$ cat config.mk
export PLATFORM = sky130hd
export DESIGN_NAME = bank_command_queue_b
export DESIGN_NICKNAME = d
export VERILOG_FILES = /design/src/rtl/bank_command_queue_b.sv
export SDC_FILE = /design/constraint.sdc
export NUM_CORES = 1
export LEC_CHECK = 0
export ABC_AREA = 1
export CORE_MARGIN = 3
export CORE_UTILIZATION = 55
export DETAILED_ROUTE_END_ITERATION = 6
export PLACE_DENSITY = 0.78
export SYNTH_ARGS = -nofsm -noshare
export SYNTH_HDL_FRONTEND = slang
export SYNTH_SLANG_ARGS = --single-unit
$ cat constraint.sdc
create_clock -name clk -period 7.4 [get_ports clk]
set_input_delay 0.74 -clock clk [delete_from_list [all_inputs] [get_ports clk]]
set_output_delay 0.74 -clock clk [all_outputs]
set_load 0.01 [all_outputs]
$ cat src/rtl/bank_command_queue_b.sv
// Per-bank command queue: buffers PRE/ACT/CAS bundles in a FIFO and issues them
// one command at a time, in PRE -> ACT -> CAS order, over a valid/ready handshake.
module bank_command_queue_b #(
  parameter int CH_WIDTH       = 1,
  parameter int RNK_WIDTH      = 1,
  parameter int BG_WIDTH       = 1,
  parameter int BNK_WIDTH      = 2,
  parameter int ROW_WIDTH      = 18,
  parameter int COL_WIDTH      = 10,
  parameter int PTR_WIDTH      = 6,
  parameter int CMD_TYPE_WIDTH = 3,
  parameter int DEPTH          = 4,
  parameter int TCQ            = 100
) (
  input  logic                      clk,
  input  logic                      rst_n,
  input  logic [CH_WIDTH-1:0]       i_channel,
  input  logic [RNK_WIDTH-1:0]      i_rank,
  input  logic [BG_WIDTH-1:0]       i_group,
  input  logic [BNK_WIDTH-1:0]      i_bank,
  input  logic [ROW_WIDTH-1:0]      i_row,
  input  logic [COL_WIDTH-1:0]      i_column,
  input  logic [PTR_WIDTH-1:0]      i_ptr,
  input  logic                      pre_bundle_valid,
  input  logic [CMD_TYPE_WIDTH-1:0] pre_bundle_cmd,
  input  logic                      act_bundle_valid,
  input  logic [CMD_TYPE_WIDTH-1:0] act_bundle_cmd,
  input  logic                      cas_bundle_valid,
  input  logic [CMD_TYPE_WIDTH-1:0] cas_bundle_cmd,
  output logic                      stall,
  output logic                      overflow_err,
  input  logic                      hold_issue,
  output logic                      cmd_valid,
  input  logic                      cmd_ready,
  output logic [1:0]                cmd_class,
  output logic [CMD_TYPE_WIDTH-1:0] cmd_type,
  output logic [CH_WIDTH-1:0]       cmd_channel,
  output logic [RNK_WIDTH-1:0]      cmd_rank,
  output logic [BG_WIDTH-1:0]       cmd_group,
  output logic [BNK_WIDTH-1:0]      cmd_bank,
  output logic [ROW_WIDTH-1:0]      cmd_row,
  output logic [COL_WIDTH-1:0]      cmd_column,
  output logic [PTR_WIDTH-1:0]      cmd_ptr
);

  localparam int PW = $clog2(DEPTH);
  localparam int CW = $clog2(DEPTH + 1);
  localparam logic [CW-1:0] FULL = CW'(DEPTH);
  localparam logic [PW-1:0] LAST = PW'(DEPTH - 1);

  // TCQ only documents the reference clock-to-q; it is range-checked here.
  if (DEPTH < 2 || TCQ < 0) begin : g_param_check
    $error("bank_command_queue_b: DEPTH must be >= 2 and TCQ >= 0");
  end

  typedef struct packed {
    logic [CH_WIDTH-1:0]       channel;
    logic [RNK_WIDTH-1:0]      rank;
    logic [BG_WIDTH-1:0]       group;
    logic [BNK_WIDTH-1:0]      bank;
    logic [ROW_WIDTH-1:0]      row;
    logic [COL_WIDTH-1:0]      column;
    logic [PTR_WIDTH-1:0]      ptr;
    logic                      pre_v;
    logic                      act_v;
    logic                      cas_v;
    logic [CMD_TYPE_WIDTH-1:0] pre_cmd;
    logic [CMD_TYPE_WIDTH-1:0] act_cmd;
    logic [CMD_TYPE_WIDTH-1:0] cas_cmd;
  } entry_t;

  typedef enum logic [1:0] {
    PH_PRE  = 2'd0,
    PH_ACT  = 2'd1,
    PH_CAS  = 2'd2,
    PH_IDLE = 2'd3
  } phase_t;

  entry_t          mem [DEPTH];
  entry_t          in_e;
  entry_t          head;
  logic [PW-1:0]   rd_ptr, wr_ptr, rd_inc, wr_inc;
  logic [CW-1:0]   count;
  phase_t          phase, phase_nx;
  logic            any_in, push, fire, pop, active;

  function automatic phase_t first_phase(input entry_t e);
    if (e.pre_v)      return PH_PRE;
    else if (e.act_v) return PH_ACT;
    else if (e.cas_v) return PH_CAS;
    else              return PH_IDLE;
  endfunction

  always_comb begin
    in_e = '{channel: i_channel, rank: i_rank, group: i_group, bank: i_bank,
             row: i_row, column: i_column, ptr: i_ptr,
             pre_v: pre_bundle_valid, act_v: act_bundle_valid, cas_v: cas_bundle_valid,
             pre_cmd: pre_bundle_cmd, act_cmd: act_bundle_cmd, cas_cmd: cas_bundle_cmd};
  end

  assign head   = mem[rd_ptr];
  assign rd_inc = (rd_ptr == LAST) ? '0 : rd_ptr + 1'b1;
  assign wr_inc = (wr_ptr == LAST) ? '0 : wr_ptr + 1'b1;
  assign stall  = (count == FULL);
  assign any_in = pre_bundle_valid | act_bundle_valid | cas_bundle_valid;
  assign push   = any_in & ~stall;
  assign active = (phase != PH_IDLE);
  assign cmd_valid = active & ~hold_issue;
  assign fire   = cmd_valid & cmd_ready;
  assign pop    = fire & ~((phase == PH_PRE && (head.act_v || head.cas_v)) ||
                           (phase == PH_ACT && head.cas_v));

  // When the head retires and it was the only entry, a bundle arriving in the
  // same cycle becomes the new head directly, which avoids a bubble.
  always_comb begin
    phase_nx = phase;
    if (phase == PH_IDLE) begin
      if (count != '0)  phase_nx = first_phase(head);
      else if (push)    phase_nx = first_phase(in_e);
    end else if (fire) begin
      if (phase == PH_PRE && head.act_v)      phase_nx = PH_ACT;
      else if (phase != PH_CAS && head.cas_v) phase_nx = PH_CAS;
      else if (count > CW'(1))                phase_nx = first_phase(mem[rd_inc]);
      else if (push)                          phase_nx = first_phase(in_e);
      else                                    phase_nx = PH_IDLE;
    end
  end

  always_ff @(posedge clk or negedge rst_n) begin
    if (!rst_n) begin
      rd_ptr       <= '0;
      wr_ptr       <= '0;
      count        <= '0;
      phase        <= PH_IDLE;
      overflow_err <= 1'b0;
    end else begin
      phase <= phase_nx;
      if (push) wr_ptr <= wr_inc;
      if (pop)  rd_ptr <= rd_inc;
      if (push && !pop)      count <= count + 1'b1;
      else if (pop && !push) count <= count - 1'b1;
      if (any_in && stall) overflow_err <= 1'b1;
    end
  end

  always_ff @(posedge clk) begin
    if (push) mem[wr_ptr] <= in_e;
  end

  always_comb begin
    cmd_type = '0;
    case (phase)
      PH_PRE:  cmd_type = head.pre_cmd;
      PH_ACT:  cmd_type = head.act_cmd;
      PH_CAS:  cmd_type = head.cas_cmd;
      default: cmd_type = '0;
    endcase
  end

  assign cmd_class   = active ? 2'(phase)    : 2'd0;
  assign cmd_channel = active ? head.channel : '0;
  assign cmd_rank    = active ? head.rank    : '0;
  assign cmd_group   = active ? head.group   : '0;
  assign cmd_bank    = active ? head.bank    : '0;
  assign cmd_row     = active ? head.row     : '0;
  assign cmd_column  = active ? head.column  : '0;
  assign cmd_ptr     = active ? head.ptr     : '0;

endmodule

==> reports/results.ini, run 1 <==
[outcome]
status = completed

[logic_synthesis]
synth-seq-area-share_pct = 73.0
cells_after_synth = 732
post_synth.cell_area_avg_um2 = 11.9
postSynthNetCount = 797
synth_xor_xnor_area_share_pct = 0.301
synth-simple-area-share_pct = 12.3
synth-adder-area-share_pct = 1.43
post_synth_mux_area_share_pct = 0
syn_area_um2 = 8740
synth.distinct_cells = 29
fraction_of_the_mapped_netlist_area_in_compound_gates_pct = 9.58
synth_warnings = 0
ys_seq_elements = 214
synth_top_family_by_area = simple AND/OR/NAND/NOR gates

[clock_network]
clock_tree.buffer_depth = 3
tritoncts = built
clock_tree.htree_level_count = 1
postCtsSetupRepairBufs = 0
clkSlewWorstSetupHoldPaths_ns = 0.06
tritoncts.num_buffers = 22
hold_bufs_inserted_after_cts = 0
cts_repair_resize_count = 0
clock_sink_count = 214
root_buffer = sky130_fd_sc_hd__clkbuf_16
worst_skew_pair.late_latency_ns = 0.49

[worst_setup_path]
crit_arrival_ns = 3.59
category_of_the_worst_setup_path_capture_point = output port
setup.worst_path.start_class = flop
crit_fanout = 109
path_class = flop to output port
timing.critical_path.required_ns = 6.66

[power]
total_power_uw = 4900
net-switching-power_uw = 1750
share_seq_of_total_power_pct = 41.1
pwr-share-clk_pct = 21.7
worst_ir_drop_vdd_mv = 0.324
p_leak_uw = 0.00376
internal-power_uw = 3150
power.switching_fraction_pct = 35.7
combinationalPowerShare_pct = 37.2
cell_pwr_density_nw_per_um2 = 463

[global_routing]
antenna_found_initial = 0
maximum_number_of_pins_on_one_net_before_global_route_repair = 110
globalRouteTotalUtil_pct = 21.6
first_pass_grt_wire_length_um = 30400
first_global_vias = 6003
gr-total-overflow = 0

[finish]
multi_input_area_um2 = 2090
layout-area-overhead-vs-synth_pct = 21.1
antenna_cells = 0
final_core_utilization_pct = 68.9
post_route_cells_drive_above_1_share_pct = 5.60
regArea_um2 = 6380
finish.net_count = 888
fillCellCount = 1041
layoutNonFillerInstCount = 1050

[timing]
setup_viol = 0
finalWorstPathRequiredPeriod_ns = 4.33
fin_crit_sh_pct = 58.5
max_clock_freq_mhz = 231
skew_ns = 0.00981
timing.max_slew.rel_slack_pct = 19.7
timing.final.hold_violations = 0
holdWs_ns = 0.463
grt_setup_unrepaired = no
timing_worst_slew_pin_value_ns = 1.20
final.setup.tns_ns = 0
timing_max_transition_violations_final = 0

[route]
drt_first_pass_iters = 5
detail_route.wirelength_um = 19100
starting_drt_drc_count = 578
wire_per_inst_um = 18.2
via_per_inst = 5.62
detail_route.drc_violations = 0
via_count = 5897
drtAntennaViolNets = 0

[die]
floorplan.initialDensity_pct = 56.8
fp.coreArea_um2 = 15400
site_row_count = 45
die_h_um = 132
die_extent_in_x_um = 132
design.die.area_um2 = 17400
boundaryPins = 102

[hold_path]
hp-class = flop to flop

[placement]
port_buffers = 101
gpl.final_weighted_congestion = 0.901
place.detailed.hpwl_um = 10700
placedCellCount = 1010

[job]
max_cap_violations = 0

stage by stage:
step	instance area, um2	worst slack, ns
after global placement	9890	3.63
after detailed placement	9890	3.58
after CTS	10600	3.06
after floorplan	8740	3.83
after global routing	10600	2.78
final	10600	3.07
power groups by stage:
stage / combinational, uW / sequential [uW] / clock, uW
2_1_floorplan: 1160 / 1900 / 0
3_3_place_gp: 1770 / 2010 / 0
3_5_place_dp: 1810 / 2030 / 0
4_1_cts: 1840 / 2010 / 1080
5_1_grt: 2020 / 2050 / 1130
6_report: 1820 / 2010 / 1060
cells in the final DEF (no fill, tap or decap), drive strengths merged, types with 9 or more instances in the layout:
| cell type | instances |
|---|---|
| clkbuf | 31 |
| ha | 10 |
| o22ai | 9 |
| edfxtp | 204 |
| nor2 | 191 |
| nand2 | 69 |
| clkdlybuf4s50 | 101 |
| a21oi | 42 |
| inv | 28 |
| nand3 | 16 |
| o21ai | 106 |
critical path: stages, from the launching register on:
cell,delay (ns)
sky130_fd_sc_hd__dfrtp_4,1.18
sky130_fd_sc_hd__inv_4,0.64
sky130_fd_sc_hd__o21ai_0,0.54
sky130_fd_sc_hd__a21oi_1,0.13
sky130_fd_sc_hd__clkdlybuf4s50_1,0.53
layout make-up:
class	count	share of cell area, %
flip-flops and latches	214	60.3
multi-input cells	452	19.8
repair buffers	105	9.84
clock buffers	31	5.72
well taps	211	2.49
inverters	28	1.02
clock inverters	9	0.851
Yosys cell counts:
cell | number | area, um2
sky130_fd_sc_hd__dfrtp_1 | 8 | 200
sky130_fd_sc_hd__nor2_1 | 190 | 713
sky130_fd_sc_hd__o21bai_1 | 2 | 15.0
sky130_fd_sc_hd__a31oi_1 | 1 | 6.26
sky130_fd_sc_hd__a21oi_1 | 41 | 205
sky130_fd_sc_hd__nand2_1 | 68 | 255
sky130_fd_sc_hd__nand4_2 | 1 | 12.5
sky130_fd_sc_hd__o21ai_1 | 4 | 20.0
sky130_fd_sc_hd__buf_1 | 6 | 22.5
sky130_fd_sc_hd__buf_2 | 16 | 80.1
sky130_fd_sc_hd__buf_6 | 3 | 33.8
sky130_fd_sc_hd__edfxtp_1 | 204 | 6130
sky130_fd_sc_hd__xnor2_1 | 1 | 8.76
sky130_fd_sc_hd__dfstp_2 | 2 | 52.6
sky130_fd_sc_hd__buf_4 | 1 | 7.51
sky130_fd_sc_hd__o21ai_0 | 102 | 510
sky130_fd_sc_hd__nand2_2 | 1 | 6.26
sky130_fd_sc_hd__a21o_1 | 1 | 7.51
sky130_fd_sc_hd__clkbuf_1 | 12 | 45.0
sky130_fd_sc_hd__xor2_1 | 2 | 17.5
sky130_fd_sc_hd__inv_1 | 26 | 97.6
sky130_fd_sc_hd__ha_1 | 10 | 125
sky130_fd_sc_hd__nor2_2 | 1 | 6.26
sky130_fd_sc_hd__inv_4 | 1 | 6.26
sky130_fd_sc_hd__a21boi_1 | 1 | 7.51
sky130_fd_sc_hd__inv_2 | 1 | 3.75
sky130_fd_sc_hd__a21oi_2 | 1 | 8.76
sky130_fd_sc_hd__nand3_1 | 16 | 80.1
sky130_fd_sc_hd__o22ai_1 | 9 | 56.3
per-layer routing:
metal,wire length [um],global-route usage (%),vias up
met5,0,0,-
met3,1450,4.05,26
met1,8190,30.1,2874
li1,-,-,2742
met4,279,6.30,0
met2,9210,35.1,255
path summary, 6_finish.rpt:
kind                              start            end  slack, ns  cells after the start
max reg2reg                   rd_ptr[0]       count[2]       3.83                     10
min in group asynchronous         rst_n   overflow_err       0.57                      1
min reg2reg                overflow_err   overflow_err       0.46                      1
min                        overflow_err   overflow_err       0.46                      1
max in group asynchronous         rst_n      rd_ptr[0]       6.46                      1
max                           rd_ptr[0]  cmd_column[4]       3.07                      4
cells by family after synthesis:
logic type	count (synthesis)
buffers and inverters	66
AO/OA/AOI/OAI	162
flip-flops	214
XOR/XNOR	3
AND/OR/NAND/NOR	277
adder cells (fa/ha/maj)	10
sequential cells by signal, indices dropped and copies added, names as in the netlist:
signal / flops
mem: 204
rd_ptr: 2
wr_ptr: 2
count: 3
overflow_err: 1
phase: 2
No activity file was read; power rests on OpenSTA's default activity.
==> inputs of run 2 (changes only) <==
==> constraint.sdc (replaced) <==
create_clock -name clk -period 4.1 [get_ports clk]
set_input_delay 0.41 -clock clk [delete_from_list [all_inputs] [get_ports clk]]
set_output_delay 0.41 -clock clk [all_outputs]
set_load 0.01 [all_outputs]
==> run 2 against run 1 <==
  * Flip-flop and latch count unchanged
  * Clock power increased by 79%
  * Final cell count increased by 0.57%
  * Core utilization increased by 0.50 points
  * Count of clock-buffer cells in the layout decreased by 4
  * First-iteration DRC count increased by 20%
==> reports/results.ini, run 2 (same netlist as run 1, synthesis figures left out) <==
[route]
detail_route.wirelength_um = 18600  ; was 19100 um
via_per_inst = 5.55  ; was 5.62
wire_per_inst_um = 17.6  ; was 18.2 um
starting_drt_drc_count = 693  ; was 578
detail_route.drc_violations = 0  ; unchanged
drtAntennaViolNets = 0  ; unchanged
via_count = 5862  ; was 5897
drt_first_pass_iters = 5  ; unchanged

[clock_network]
tritoncts = built  ; unchanged
clock_sink_count = 214  ; unchanged
root_buffer = sky130_fd_sc_hd__clkbuf_16  ; unchanged
tritoncts.num_buffers = 22  ; unchanged
hold_bufs_inserted_after_cts = 0  ; unchanged
cts_repair_resize_count = 0  ; unchanged
worst_skew_pair.late_latency_ns = 0.49  ; about the same
clock_tree.buffer_depth = 3  ; unchanged
clkSlewWorstSetupHoldPaths_ns = 0.06  ; about the same
clock_tree.htree_level_count = 1  ; unchanged
postCtsSetupRepairBufs = 0  ; unchanged

[placement]
placed_cell_area_um2 = 9960  ; was 9890 um2
place_worst_setup_slack_ns = 1.11  ; was 3.58 ns
port_buffers = 101  ; unchanged
gpl.final_weighted_congestion = 0.858  ; was 0.901
place.detailed.hpwl_um = 10700  ; about the same

[job]
max_cap_violations = 0  ; unchanged

[timing]
final.setup.tns_ns = 0  ; unchanged
post-route-worst-setup-slack_ns = 0.575  ; was 3.07 ns
timing_worst_slew_pin_value_ns = 0.940  ; was 1.20 ns
finalWorstPathRequiredPeriod_ns = 3.53
skew_ns = 0.00541  ; was 0.00981 ns
timing.final.hold_violations = 0  ; unchanged
timing.max_slew.rel_slack_pct = 37.2  ; was 19.7%
grt_setup_unrepaired = no  ; unchanged
setup_viol = 0  ; unchanged
fin_crit_sh_pct = 86.0
timing_max_transition_violations_final = 0  ; unchanged
max_clock_freq_mhz = 284

[die]
die_h_um = 132  ; unchanged
boundaryPins = 102  ; unchanged
fp.coreArea_um2 = 15400  ; unchanged
die_extent_in_x_um = 132  ; unchanged
design.die.area_um2 = 17400  ; unchanged
site_row_count = 45  ; unchanged
floorplan.initialDensity_pct = 56.8  ; unchanged

[global_routing]
antenna_found_initial = 0  ; unchanged
gr-total-overflow = 0  ; unchanged
maximum_number_of_pins_on_one_net_before_global_route_repair = 64  ; was 110
first_pass_grt_wire_length_um = 29800  ; was 30400 um
first_global_vias = 5907  ; was 6003
globalRouteTotalUtil_pct = 21.1  ; was 21.6%

[power]
worst_ir_drop_vdd_mv = 0.481  ; was 0.324 mV
p_leak_uw = 0.00380  ; was 0.00376 uW
total_power_uw = 8880  ; was 4900 uW
cell_pwr_density_nw_per_um2 = 833  ; was 463 nW/um2

[worst_setup_path]
setup.reg_to_reg.worst_slack_ns = 1.09  ; was 3.83 ns
timing.critical_path.required_ns = 3.69  ; was 6.66 ns
category_of_the_worst_setup_path_capture_point = output port  ; unchanged
timing.rr.start = rd_ptr[0]  ; unchanged
crit_arrival_ns = 3.12  ; was 3.59 ns
maximum_cell_stage_delay_along_the_critical_path_ns = 0.75  ; was 1.18 ns
critical_path_buf_inv_count = 2  ; unchanged
path_class = flop to output port  ; unchanged
crit_fanout = 63  ; was 109
most_frequent_cell_on_the_critical_path = sky130_fd_sc_hd__nor2_1
worstReg2RegEnd = count[2]  ; unchanged
setup.worst_path.start_class = flop  ; unchanged
path_delay_family = buffers and inverters  ; was flip-flops
crit_path_cell_trace = buf_4 > nor2_1 > nor2_1 > o21ai_0 > a21oi_1 > clkdlybuf4s50_1  ; was inv_4 > o21ai_0 > a21oi_1 > clkdlybuf4s50_1
timing.reg2reg.worst_path_depth = 13  ; was 10
slowest_stage = sky130_fd_sc_hd__dfrtp_4  ; unchanged

[finish]
finish.net_count = 894  ; was 888
layout.cells.most_common = sky130_fd_sc_hd__edfxtp_1  ; unchanged
stdcell_area_um2 = 10700  ; was 10600 um2
antenna_cells = 0  ; unchanged
final_core_utilization_pct = 69.4  ; was 68.9%
post_route_cells_drive_above_1_share_pct = 6.63  ; was 5.60%
fillCellCount = 998  ; was 1041
largest_reg_flops = 204  ; unchanged
most-common-layout-cells = sky130_fd_sc_hd__edfxtp_1 (204), sky130_fd_sc_hd__nor2_1 (186), sky130_fd_sc_hd__o21ai_0 (102)  ; unchanged
layout-area-overhead-vs-synth_pct = 22.0  ; was 21.1%
registers.top_by_ff_count = mem  ; unchanged
largest_registers = mem (204), count (3)  ; unchanged

[outcome]
status = completed  ; unchanged

[hold_path]
hp-class = input pin to asynchronous set/reset pin  ; was flop to flop

[run 2: cell types whose count changed in the layout (fill, tap and decap cells not counted)]
cell	before	now
sky130_fd_sc_hd__clkinvlp_4	0	1
sky130_fd_sc_hd__buf_12	0	2
sky130_fd_sc_hd__buf_4	4	8
sky130_fd_sc_hd__clkbuf_1	8	4
sky130_fd_sc_hd__clkinv_2	3	5
sky130_fd_sc_hd__clkinv_1	4	5
[run 2: per-layer routing]
metal / up-vias / wire length, um / GRT usage, %
met5: - / 0 / 0
met4: 0 / 327 / 6.42
met3: 34 / 1490 / 3.55
met2: 266 / 9170 / 35.2
met1: 2805 / 7610 / 28.9
li1: 2757 / - / -
[run 2: where the power goes]
group | total, uW | switching [uW] | internal, uW
registers | 3460 | 248 | 3220
clock network | 1900 | 758 | 1150
logic | 3510 | 2150 | 1360
total | 8880 | 3150 | 5720
[run 2: how the worst max path moves through the flow]
stage               startpoint             to  slack (ns)  depth (start not counted)
floorplan             count[0]      mem[0][0]        0.64                          5
global placement     rd_ptr[0]  cmd_column[4]        1.18                          6
detailed placement   rd_ptr[0]  cmd_column[4]        1.11                          6
CTS                  rd_ptr[0]  cmd_column[4]        0.57                          6
global route         rd_ptr[0]  cmd_column[6]        0.37                          6
finish               rd_ptr[0]  cmd_column[0]        0.57                          6
[run 2: metrics by stage]
stage / std cells / hold slack [ns]
after floorplan: 732 / 0.114
after global placement: 1016 / 0.439
after detailed placement: 1016 / 0.446
after CTS: 1056 / 0.274
after global routing: 1056 / 0.307
final: 1056 / 0.265
[run 2: layout make-up]
type / count / area (um2) / area share, %
Sequential cell: 214 / 6380 / 59.9
Inverter: 28 / 108 / 1.01
Timing Repair Buffer: 111 / 1110 / 10.4
Multi-Input combinational cell: 452 / 2090 / 19.6
Tap cell: 211 / 264 / 2.48
Clock buffer: 27 / 591 / 5.54
Clock inverter: 13 / 111 / 1.04
